**config.mk**
```make
export PLATFORM = sky130hd
export DESIGN_NAME = register_file_n
export DESIGN_NICKNAME = d
export VERILOG_FILES = /design/src/rtl/register_file_n.sv
export SDC_FILE = /design/constraint.sdc
export NUM_CORES = 1
export LEC_CHECK = 0
export CAP_MARGIN = 0
export CELL_PAD_IN_SITES_DETAIL_PLACEMENT = 1
export CELL_PAD_IN_SITES_GLOBAL_PLACEMENT = 1
export CORE_UTILIZATION = 37
export CTS_CLUSTER_DIAMETER = 200
export DETAILED_ROUTE_END_ITERATION = 8
export GPL_TIMING_DRIVEN = 0
export PLACE_DENSITY = 0.81
export SYNTH_ARGS = -nofsm -noshare
export SYNTH_HDL_FRONTEND = slang
export SYNTH_SLANG_ARGS = --single-unit
```
**constraint.sdc**
```tcl
create_clock -name clk -period 1.4 [get_ports clk]
set_input_delay 0.28 -clock clk [delete_from_list [all_inputs] [get_ports clk]]
set_output_delay 0.28 -clock clk [all_outputs]
set_load 0.02 [all_outputs]
```
**src/rtl/register_file_n.sv**
```systemverilog
// register_file_n
//   Multi-ported register file with write-to-read bypass and a per-register
//   pending (scoreboard) bit used to detect read-after-issue hazards.
//
// Parameters
//   WIDTH    : data width in bits
//   DEPTH    : number of registers (power of two, >= 2)
//   ZERO_REG : when 1, register 0 reads as zero and is never pending
//
// Ports
//   clk      in   clock, all state changes on rising edge
//   rst      in   asynchronous active-high reset
//   ra, rb   in   read addresses, ports A and B
//   wr       in   write address
//   wrd      in   write data
//   reg_en   in   write enable (also completes the pending entry at wr)
//   iss_en   in   issue strobe, marks iss_addr pending
//   iss_addr in   destination of the issued instruction
//   flush    in   clears every pending bit
//   a, b     out  read data (combinational, with bypass)
//   busy_a/b out  addressed register is pending and not being written now
//   stall    out  busy_a | busy_b
module register_file_n #(
    parameter int WIDTH    = 5,
    parameter int DEPTH    = 4,
    parameter int ZERO_REG = 0,
    localparam int AW      = $clog2(DEPTH)
) (
    input  logic             clk,
    input  logic             rst,
    input  logic [AW-1:0]    ra,
    input  logic [AW-1:0]    rb,
    input  logic [AW-1:0]    wr,
    input  logic [WIDTH-1:0] wrd,
    input  logic             reg_en,
    input  logic             iss_en,
    input  logic [AW-1:0]    iss_addr,
    input  logic             flush,
    output logic [WIDTH-1:0] a,
    output logic [WIDTH-1:0] b,
    output logic             busy_a,
    output logic             busy_b,
    output logic             stall
);

    logic [WIDTH-1:0] regs_q [DEPTH];
    logic [DEPTH-1:0] pend_q;
    logic [DEPTH-1:0] pend_d;

    logic zero_en;
    logic wr_ok;
    logic iss_ok;
    logic hit_a, hit_b;
    logic zero_a, zero_b;

    assign zero_en = (ZERO_REG != 0);
    // Writes/issues aimed at a hardwired-zero register are dropped.
    assign wr_ok   = reg_en && !(zero_en && (wr == '0));
    assign iss_ok  = iss_en && !(zero_en && (iss_addr == '0));

    assign hit_a   = reg_en && (wr == ra);
    assign hit_b   = reg_en && (wr == rb);
    assign zero_a  = zero_en && (ra == '0);
    assign zero_b  = zero_en && (rb == '0);

    // Clear (completing write) applied first, then set, so a new producer
    // issued in the same cycle supersedes the completion; flush overrides both.
    always_comb begin
        pend_d = pend_q;
        if (reg_en) begin
            pend_d[wr] = 1'b0;
        end
        if (iss_ok) begin
            pend_d[iss_addr] = 1'b1;
        end
        if (flush) begin
            pend_d = '0;
        end
    end

    always_ff @(posedge clk or posedge rst) begin
        if (rst) begin
            for (int unsigned i = 0; i < DEPTH; i++) begin
                regs_q[i] <= '0;
            end
            pend_q <= '0;
        end else begin
            if (wr_ok) begin
                regs_q[wr] <= wrd;
            end
            pend_q <= pend_d;
        end
    end

    // Reads are combinational; the bypass is not gated by reset so a write
    // presented during reset is still visible on the read ports.
    always_comb begin
        a = regs_q[ra];
        b = regs_q[rb];
        if (hit_a) a = wrd;
        if (hit_b) b = wrd;
        if (zero_a) a = '0;
        if (zero_b) b = '0;
    end

    // A write landing this cycle resolves the hazard without waiting for the edge.
    assign busy_a = pend_q[ra] && !hit_a && !zero_a;
    assign busy_b = pend_q[rb] && !hit_b && !zero_b;
    assign stall  = busy_a || busy_b;

endmodule

```
==> results by group, run 1 <==
Synth
  – Mapped Area: 1480 um^2
  – Net Count, Synth: 117
  – Netlist cell types: 19
  – #FFs+latches synth: 24
  – Post-synthesis average cell area: 15.0 um^2
  – Syn Inst Count: 99
  – Warnings, synthesis: 0
  – Register area share after synthesis: 40.5%

Setup path
  – CP Max Fanout: 3
  – Worst EP arrival: 1580 ps
  – Crit. End Element: output pin
  – Crit start category: flip-flop
  – Setup Crit Path Kind: flip-flop to output pin
  – Critical Path RT: 1120 ps

Floorplan
  – Die Wd: 65.3 um
  – Initial Utilization: 39.6%
  – Ports: 31
  – Row cnt: 22
  – DIE HEIGHT: 65.3 um
  – Die area: 4260 um^2
  – Core Footprint: 3740 um^2

STA
  – Pin slew with the least headroom to its limit: 914 ps
  – Slew Viols, Final: 0
  – Period utilization: 133%
  – Clock Skews: 0 ps
  – Clock period minus worst slack: 1860 ps
  – Fin worst setup slack: -455 ps
  – Final hold slack: 506 ps
  – Setup Viol. Count Final: 13
  – Setup repair after global routing missed its margin: yes
  – Hold violation count in the final report: 0
  – Fmax: 0.539 GHz
  – Slew margin rel.: 39.0%

Cells and area
  – Most common cell after layout, fill and taps aside: dfrtp_1
  – Most frequent cells in the layout: dfrtp_1 (24), mux2_2 (20), buf_6 (13)
  – Layout Nets: 145
  – Area added between synthesis and finish: 31.8%
  – # diodes: 0
  – Layout cells sized above 1: 60.3%

Pwr
  – Worst vdd ir: 0.000867 V
  – Final Power: 2360 uW
  – Pleak: 0.000838 uW
  – Pwr dens: 1210 nW/um^2

Detailed routing
  – Final WL: 3540 um
  – Drt pass-1 iters: 4
  – Per-cell routed wire length: 20.3 um
  – DRT met1 WL: 1430 um
  – Vias: 970
  – WL met2: 1930 um
  – # DRC: 0
  – Routed Antenna Nets: 0
  – Routed wl met3: 133 um
  – 1st-iter DRT viols: 41
  – DR top layer: met4
  – Vias per cell: 5.57

GRT
  – First-pass GRT wire length: 6190 um
  – Overflow after GRT: 0
  – Largest net degree at the start of global routing: 25
  – Total track usage: 19.9%
  – Vias in the first global route: 1153
  – Initial antenna violation count: 0

CTS
  – Worst-Skew Late Latency: 270 ps
  – Clk sinks: 24
  – Cts bufs inserted: 3
  – Post-CTS Setup Bufs: 0
  – Cts hold-fix bufs: 0
  – Clock buffer depth: 2
  – Clock transition at the registers of the reported paths: 90 ps
  – CTS tree: yes
  – Root cell of the clock tree: clkbuf_8
  – H-tree levels: 1

Outcome
  – Outcome: finished with violations
  – Failing checks: setup timing

Place
  – Setup WS pre-CTS: -645 ps
  – Port Buffers: 23
  – Final GP Congestion: 0.758
  – Detailed placer's ending HPWL: 2640 um

Run
  – Max-Cap Viols: 0

Worst hold path
  – Worst Hold Class: input port to asynchronous set/reset pin
==> flip-flops by register name, indices dropped and copies added, names as in the netlist <==
| signal | count |
|---|---|
| regs_q | 20 |
| pend_q | 4 |
==> worst paths after layout <==
check	start	end	slack, ps	depth (start not counted)
min in group clk	regs_q[12]	regs_q[12]	530	1
worst min register to register	regs_q[12]	regs_q[12]	530	1
worst min-delay path	rst	regs_q[4]	510	2
worst max register to register	regs_q[6]	regs_q[6]	610	1
worst max-delay path	regs_q[3]	a[3]	-460	3
max in group asynchronous	rst	regs_q[17]	330	2
==> what timing repair did <==
item	in CTS	in global routing
setup endpoints to repair	13	13
pin swaps	2	0
gates resized for setup	80	0
==> per-layer routing <==
metal	up-vias	global-route usage (%)
met5	-	0
met4	0	4.89
met3	4	3.13
met2	31	36.1
met1	502	24.4
li1	433	-
==> report_power, final <==
part | switching, uW | leakage (uW) | internal, uW
combinational | 336 | 0.000512 | 524
clock | 220 | 0.0000357 | 382
sequential | 87.3 | 0.000291 | 808
==> synth_stat cells (all sizes together) <==
library cell,n,area [um^2]
mux2,30,375
dfrtp,24,601
mux4,12,270
buf,7,60.1
nand3,5,35.0
xnor2,4,35.0
inv,3,11.3
a21oi,2,10.0
a32oi,2,17.5
and2,2,12.5
nand3b,2,15.0
nor2,2,7.51
a22o,1,8.76
nand2,1,3.75
nand2b,1,6.26
nor3b,1,12.5
==> per-stage QoR <==
step                TNS (ps)  util, %  cells  cell area, um^2
global placement       -7660     49.7    170             1860
floorplan               -401        -     99             1570
global route           -5950     52.2    174             1950
finish                 -5330     52.2    174             1950
CTS                    -5470     52.2    174             1950
detailed placement     -8570     49.7    170             1860
==> cell type report <==
| type | instances | area (um^2) |
|---|---|---|
| Fill cell | 377 | 1790 |
| Multi-Input combinational cell | 65 | 868 |
| Sequential cell | 24 | 601 |
| Timing Repair Buffer | 23 | 246 |
| Buffer | 7 | 95.1 |
| Tap cell | 48 | 60.1 |
| Clock buffer | 3 | 41.3 |
| Clock inverter | 1 | 30.0 |
| Inverter | 3 | 11.3 |
==> logic make-up after synthesis <==
| logic type | share of synthesized area [%] |
|---|---|
| AO/OA/AOI/OAI | 2.45 |
| XOR/XNOR | 2.36 |
| buffers and inverters | 4.81 |
| flip-flops | 40.5 |
| multiplexers | 43.6 |
| AND/OR/NAND/NOR | 6.25 |
==> critical path: stages, from the launching register on <==
cell	delay [ps]
dfrtp_1	410
mux4_2	490
mux2_4	280
buf_6	130
(Power assumes the default switching activity.)
==> run 2, diff against run 1 <==
--- a/config.mk
+++ b/config.mk
@@ -12,6 +12,7 @@
 export CTS_CLUSTER_DIAMETER = 200
 export DETAILED_ROUTE_END_ITERATION = 8
 export GPL_TIMING_DRIVEN = 0
+export MAX_ROUTING_LAYER = met4
 export PLACE_DENSITY = 0.81
 export SYNTH_ARGS = -nofsm -noshare
 export SYNTH_HDL_FRONTEND = slang
==> run 2 against run 1 <==
The flow still finishes with violations (setup timing). Via count is 0.21% higher. Clock skew stayed put. Critical path depth stayed put. Final cell count stayed put.
==> results by group, run 2 (synthesis results as in run 1) <==
Outcome
  – Outcome: finished with violations
  – Failing checks: setup timing

Floorplan
  – Die Wd: 65.3 um
  – Die area: 4260 um^2
  – Ports: 31
  – Initial Utilization: 39.6%
  – DIE HEIGHT: 65.3 um
  – Row cnt: 22
  – Core Footprint: 3740 um^2

Setup path
  – Top delay family on crit path: multiplexers
  – Crit. End Element: output pin
  – Buffers plus inverters on the worst setup path: 1
  – Crit start category: flip-flop
  – Worst EP arrival: 1570 ps
  – Critical Path RT: 1120 ps
  – Crit-path cells: mux4_2 > mux2_4 > buf_6
  – Slowest CP cell: mux4_2
  – Setup Crit Path Kind: flip-flop to output pin
  – CP Max Fanout: 3
  – CP max stage delay: 490 ps

CTS
  – Cts hold-fix bufs: 0
  – Root cell of the clock tree: clkbuf_8
  – Clock buffer depth: 2
  – H-tree levels: 1
  – Worst-Skew Late Latency: 270 ps
  – CTS tree: yes
  – Cts bufs inserted: 3
  – Post-CTS Setup Bufs: 0
  – Clock transition at the registers of the reported paths: 90 ps
  – Clk sinks: 24

STA
  – Pin slew with the least headroom to its limit: 914 ps
  – Period utilization: 132%
  – Fin worst setup slack: -454 ps
  – Setup repair after global routing missed its margin: yes
  – Setup Viol. Count Final: 13
  – Clock Skews: 0 ps
  – Slew Viols, Final: 0
  – Fmax: 0.539 GHz
  – Clock period minus worst slack: 1850 ps
  – Hold violation count in the final report: 0
  – Slew margin rel.: 39.0%

Place
  – Detailed placer's ending HPWL: 2640 um
  – Final GP Congestion: 0.768
  – Port Buffers: 23
  – Dpl cells: 170
  – Placed cell area: 1860 um^2

Detailed routing
  – Final WL: 3540 um
  – Per-cell routed wire length: 20.3 um
  – 1st-iter DRT viols: 41
  – Vias per cell: 5.59
  – Routed Antenna Nets: 0
  – Drt pass-1 iters: 4
  – Vias: 972
  – # DRC: 0

Cells and area
  – Largest register FFs: 20
  – Most frequent cells in the layout: dfrtp_1 (24), mux2_2 (20), buf_6 (13)
  – Final Cell Area: 1950 um^2
  – # diodes: 0
  – Filler cells: 377
  – Most common cell after layout, fill and taps aside: dfrtp_1
  – Layout Nets: 145
  – Final Core Density: 52.2%
  – Largest Register: regs_q
  – Largest regs: regs_q: 20 flops, pend_q: 4 flops
  – Area added between synthesis and finish: 31.8%
  – Post-route insts no fill: 174
  – Storage cell area: 601 um^2
  – Area of the multi-input gates: 868 um^2
  – Layout cells sized above 1: 60.3%

GRT
  – First-pass GRT wire length: 6190 um
  – Largest net degree at the start of global routing: 25
  – Vias in the first global route: 1152
  – Total track usage: 20.4%
  – Overflow after GRT: 0
  – Initial antenna violation count: 0

Pwr
  – Pleak: 0.000838 uW
  – Pwr dens: 1210 nW/um^2
  – Worst vdd ir: 0.000866 V

Run
  – Max-Cap Viols: 0

Worst hold path
  – Worst Hold Class: input port to asynchronous set/reset pin
-- run 2: cell counts in the layout (fill, tap and decap cells not counted) --
No cell type changed its count.
-- run 2: layout make-up --
type	count	area share, %
clock buffers	3	2.11
inverters	3	0.577
flip-flops and latches	24	30.7
clock inverters	1	1.54
multi-input cells	65	44.5
repair buffers	23	12.6
well taps	48	3.07
plain buffers	7	4.87
-- run 2: metrics by stage --
step	setup TNS (ps)	hold WS [ps]	power [uW]	setup WS (ps)
final	-5320	507	2360	-454
after global routing	-5950	567	2480	-505
after CTS	-5470	531	2380	-474
after detailed placement	-8570	518	1740	-645
after global placement	-7660	502	1690	-597
after floorplan	-401	295	1450	-42.6
-- run 2: power by group --
group	internal (uW)	total [uW]	switching [uW]
sequential	808	896	87.3
clock	382	601	219
combinational	524	860	336
total	1710	2360	643
-- run 2: repair_timing --
item	CTS	global route
pin swaps	2	0
gates resized for setup	80	0
endpoints found under the hold margin	0	0
endpoints found under the setup margin	13	13
-- run 2: worst paths after layout --
kind,cells past startpoint,end,startpoint,slack (ps)
min in group clk,1,regs_q[12],regs_q[12],530
worst min register to register,1,regs_q[12],regs_q[12],530
worst max register to register,1,regs_q[6],regs_q[6],610
worst min-delay path,2,regs_q[4],rst,510
worst max-delay path,3,a[3],regs_q[3],-450
max in group asynchronous,2,regs_q[17],rst,330
-- run 2: metal layers --
metal	vias up	global-route usage, %	share of wire [%]
met4	0	4.89	1.3
met5	-	-	0
met2	32	36.1	54
met1	501	24.4	40
met3	6	3.13	3.9
li1	433	-	-
==> run 3, diff against run 2 <==
--- a/config.mk
+++ b/config.mk
@@ -8,12 +8,14 @@
 export CAP_MARGIN = 0
 export CELL_PAD_IN_SITES_DETAIL_PLACEMENT = 1
 export CELL_PAD_IN_SITES_GLOBAL_PLACEMENT = 1
-export CORE_UTILIZATION = 37
+export CORE_ASPECT_RATIO = 1.5
+export CORE_UTILIZATION = 41
 export CTS_CLUSTER_DIAMETER = 200
 export DETAILED_ROUTE_END_ITERATION = 8
 export GPL_TIMING_DRIVEN = 0
 export MAX_ROUTING_LAYER = met4
-export PLACE_DENSITY = 0.81
+export PLACE_DENSITY = 0.84
+export SETUP_SLACK_MARGIN = 0.15
 export SYNTH_ARGS = -nofsm -noshare
 export SYNTH_HDL_FRONTEND = slang
 export SYNTH_SLANG_ARGS = --single-unit
==> constraint.sdc (replaced) <==
create_clock -name clk -period 1.75 [get_ports clk]
set_input_delay 0.35 -clock clk [delete_from_list [all_inputs] [get_ports clk]]
set_output_delay 0.35 -clock clk [all_outputs]
set_load 0.02 [all_outputs]
==> run 3 against run 2 <==
Total power fell by 25%. Clock power fell by 38%. The flow still finishes with violations (setup timing). Die area fell by 9.3%. Critical path depth did not move. Wire length fell by 4.5%. Via count rose by 1.2%. Setup slack improved by 280 ps. Sequential power fell by 21%. Final cell count fell by 1.7%. Combinational power fell by 21%. Largest power group unchanged. Register-to-register slack improved by 120 ps. First-iteration DRC count fell by 88%.
==> results by group, run 3 (synthesis results as in run 1) <==
Worst hold path
  – Hold wc startpoint: regs_q[5]
  – Hold EP: regs_q[5]
  – Worst Hold Class: flip-flop to flip-flop
  – Hold Crit Depth: 1

CTS
  – Cts hold-fix bufs: 0
  – Clk sinks: 24
  – Worst-Skew Late Latency: 270 ps
  – Cts bufs inserted: 3
  – Clock transition at the registers of the reported paths: 80 ps
  – Clock buffer depth: 2
  – CTS tree: yes
  – H-tree levels: 1
  – Root cell of the clock tree: clkbuf_8

Cells and area
  – Most common cell after layout, fill and taps aside: dfrtp_1
  – Final Cell Area: 1860 um^2
  – # diodes: 0
  – Layout cells sized above 1: 57.4%
  – Largest register FFs: 20
  – Largest Register: regs_q
  – Most frequent cells in the layout: dfrtp_1 (24), mux2_2 (20), buf_6 (16)
  – Storage cell area: 601 um^2
  – Filler cells: 344
  – Area of the multi-input gates: 821 um^2
  – Area added between synthesis and finish: 25.8%
  – Largest regs: regs_q: 20 flops, pend_q: 4 flops
  – Layout Nets: 148

Detailed routing
  – 1st-iter DRT viols: 5
  – Vias: 984
  – Routed Antenna Nets: 0
  – Vias per cell: 5.75
  – Final WL: 3380 um
  – Per-cell routed wire length: 19.7 um
  – Drt pass-1 iters: 2
  – # DRC: 0

Setup path
  – Setup Crit Path Kind: flip-flop to output pin
  – FF-to-FF path depth: 3
  – Reg-to-reg critical path endpoint: regs_q[0]
  – Crit. End Element: output pin
  – Critical Path RT: 1400 ps
  – CP Max Fanout: 3
  – Worst EP arrival: 1570 ps
  – Reg2Reg Setup Slack: 730 ps
  – Crit start category: flip-flop
  – CP startpoint: pend_q[3]
  – RR Startpoint: regs_q[0]

Pwr
  – Clock network fraction of total power: 21.2%
  – Worst vdd ir: 0.000601 V
  – Sequential share of power: 40.2%
  – Sw frac: 28.6%
  – Pleak: 0.000806 uW
  – Comb pwr share: 38.6%
  – Final Power: 1770 uW
  – Switch Pwr: 505 uW
  – Pwr dens: 949 nW/um^2
  – Int Power: 1260 uW

Outcome
  – Outcome: finished with violations
  – Failing checks: setup timing

STA
  – Period utilization: 110%
  – Fin worst setup slack: -172 ps
  – Clock Skews: 0 ps
  – Fmax: 0.520 GHz
  – Clock period minus worst slack: 1920 ps
  – Setup TNS: -1760 ps
  – Hold violation count in the final report: 0
  – Final hold slack: 532 ps
  – Slew Viols, Final: 0
  – Setup Viol. Count Final: 13
  – Pin slew with the least headroom to its limit: 899 ps
  – Slew margin rel.: 40.0%
  – Setup repair after global routing missed its margin: yes

Run
  – Max-Cap Viols: 0

Place
  – Placed cell area: 1770 um^2
  – Port Buffers: 23
  – Final GP Congestion: 0.715
  – Setup WS pre-CTS: -569 ps

GRT
  – Total track usage: 21.0%
  – First-pass GRT wire length: 5550 um
  – Initial antenna violation count: 0
  – Vias in the first global route: 1130
  – Largest net degree at the start of global routing: 25
  – Overflow after GRT: 0

Floorplan
  – Die Wd: 51.1 um
  – Ports: 31
  – Row cnt: 26
  – DIE HEIGHT: 75.6 um
  – Core Footprint: 3420 um^2
  – Initial Utilization: 43.4%
  – Die area: 3860 um^2
[run 3: cell type report]
type	instances	area share (%)
multi-input cells	65	44.1
plain buffers	7	3.22
well taps	42	2.82
repair buffers	26	14.1
inverters	3	0.604
clock buffers	4	2.95
flip-flops and latches	24	32.2
[run 3: power by group through the flow]
stage          clock network (uW)  logic [uW]  registers, uW
2_1_floorplan                   0         438            698
3_3_place_gp                    0         618            708
3_5_place_dp                    0         644            723
4_1_cts                       384         677            711
5_1_grt                       401         723            726
6_report                      375         682            711
[run 3: how the worst max path moves through the flow]
stage                       end  slack (ps)
after CTS                 stall        -190
after global placement     b[2]        -470
final                     stall        -170
after floorplan            a[0]         150
after global routing      stall        -230
after detailed placement   a[4]        -570
[run 3: what timing repair did]
item | CTS | global route
setup endpoints to repair | 13 | 13
setup buffers | 1 | 2
resized for setup | 77 | 0
pin swaps | 2 | 1
[run 3: stage by stage]
stage          cells  util [%]
2_1_floorplan     99         -
3_3_place_gp     164      51.9
3_5_place_dp     164      51.9
4_1_cts          169      54.1
5_1_grt          171      54.5
6_report         171      54.5
[run 3: layer usage]
metal	vias to the layer above	GRT usage, %	part of all wire (%)
met1	517	22.4	37
li1	437	-	-
met3	7	1.20	2.4
met5	-	-	0
met4	0	10.8	2.3
met2	23	38.9	58
[run 3: worst max-delay path: stages, from the launching register on]
cell and delay [ps]:
dfrtp_1 410, mux4_2 500, a22o_4 260, buf_6 130
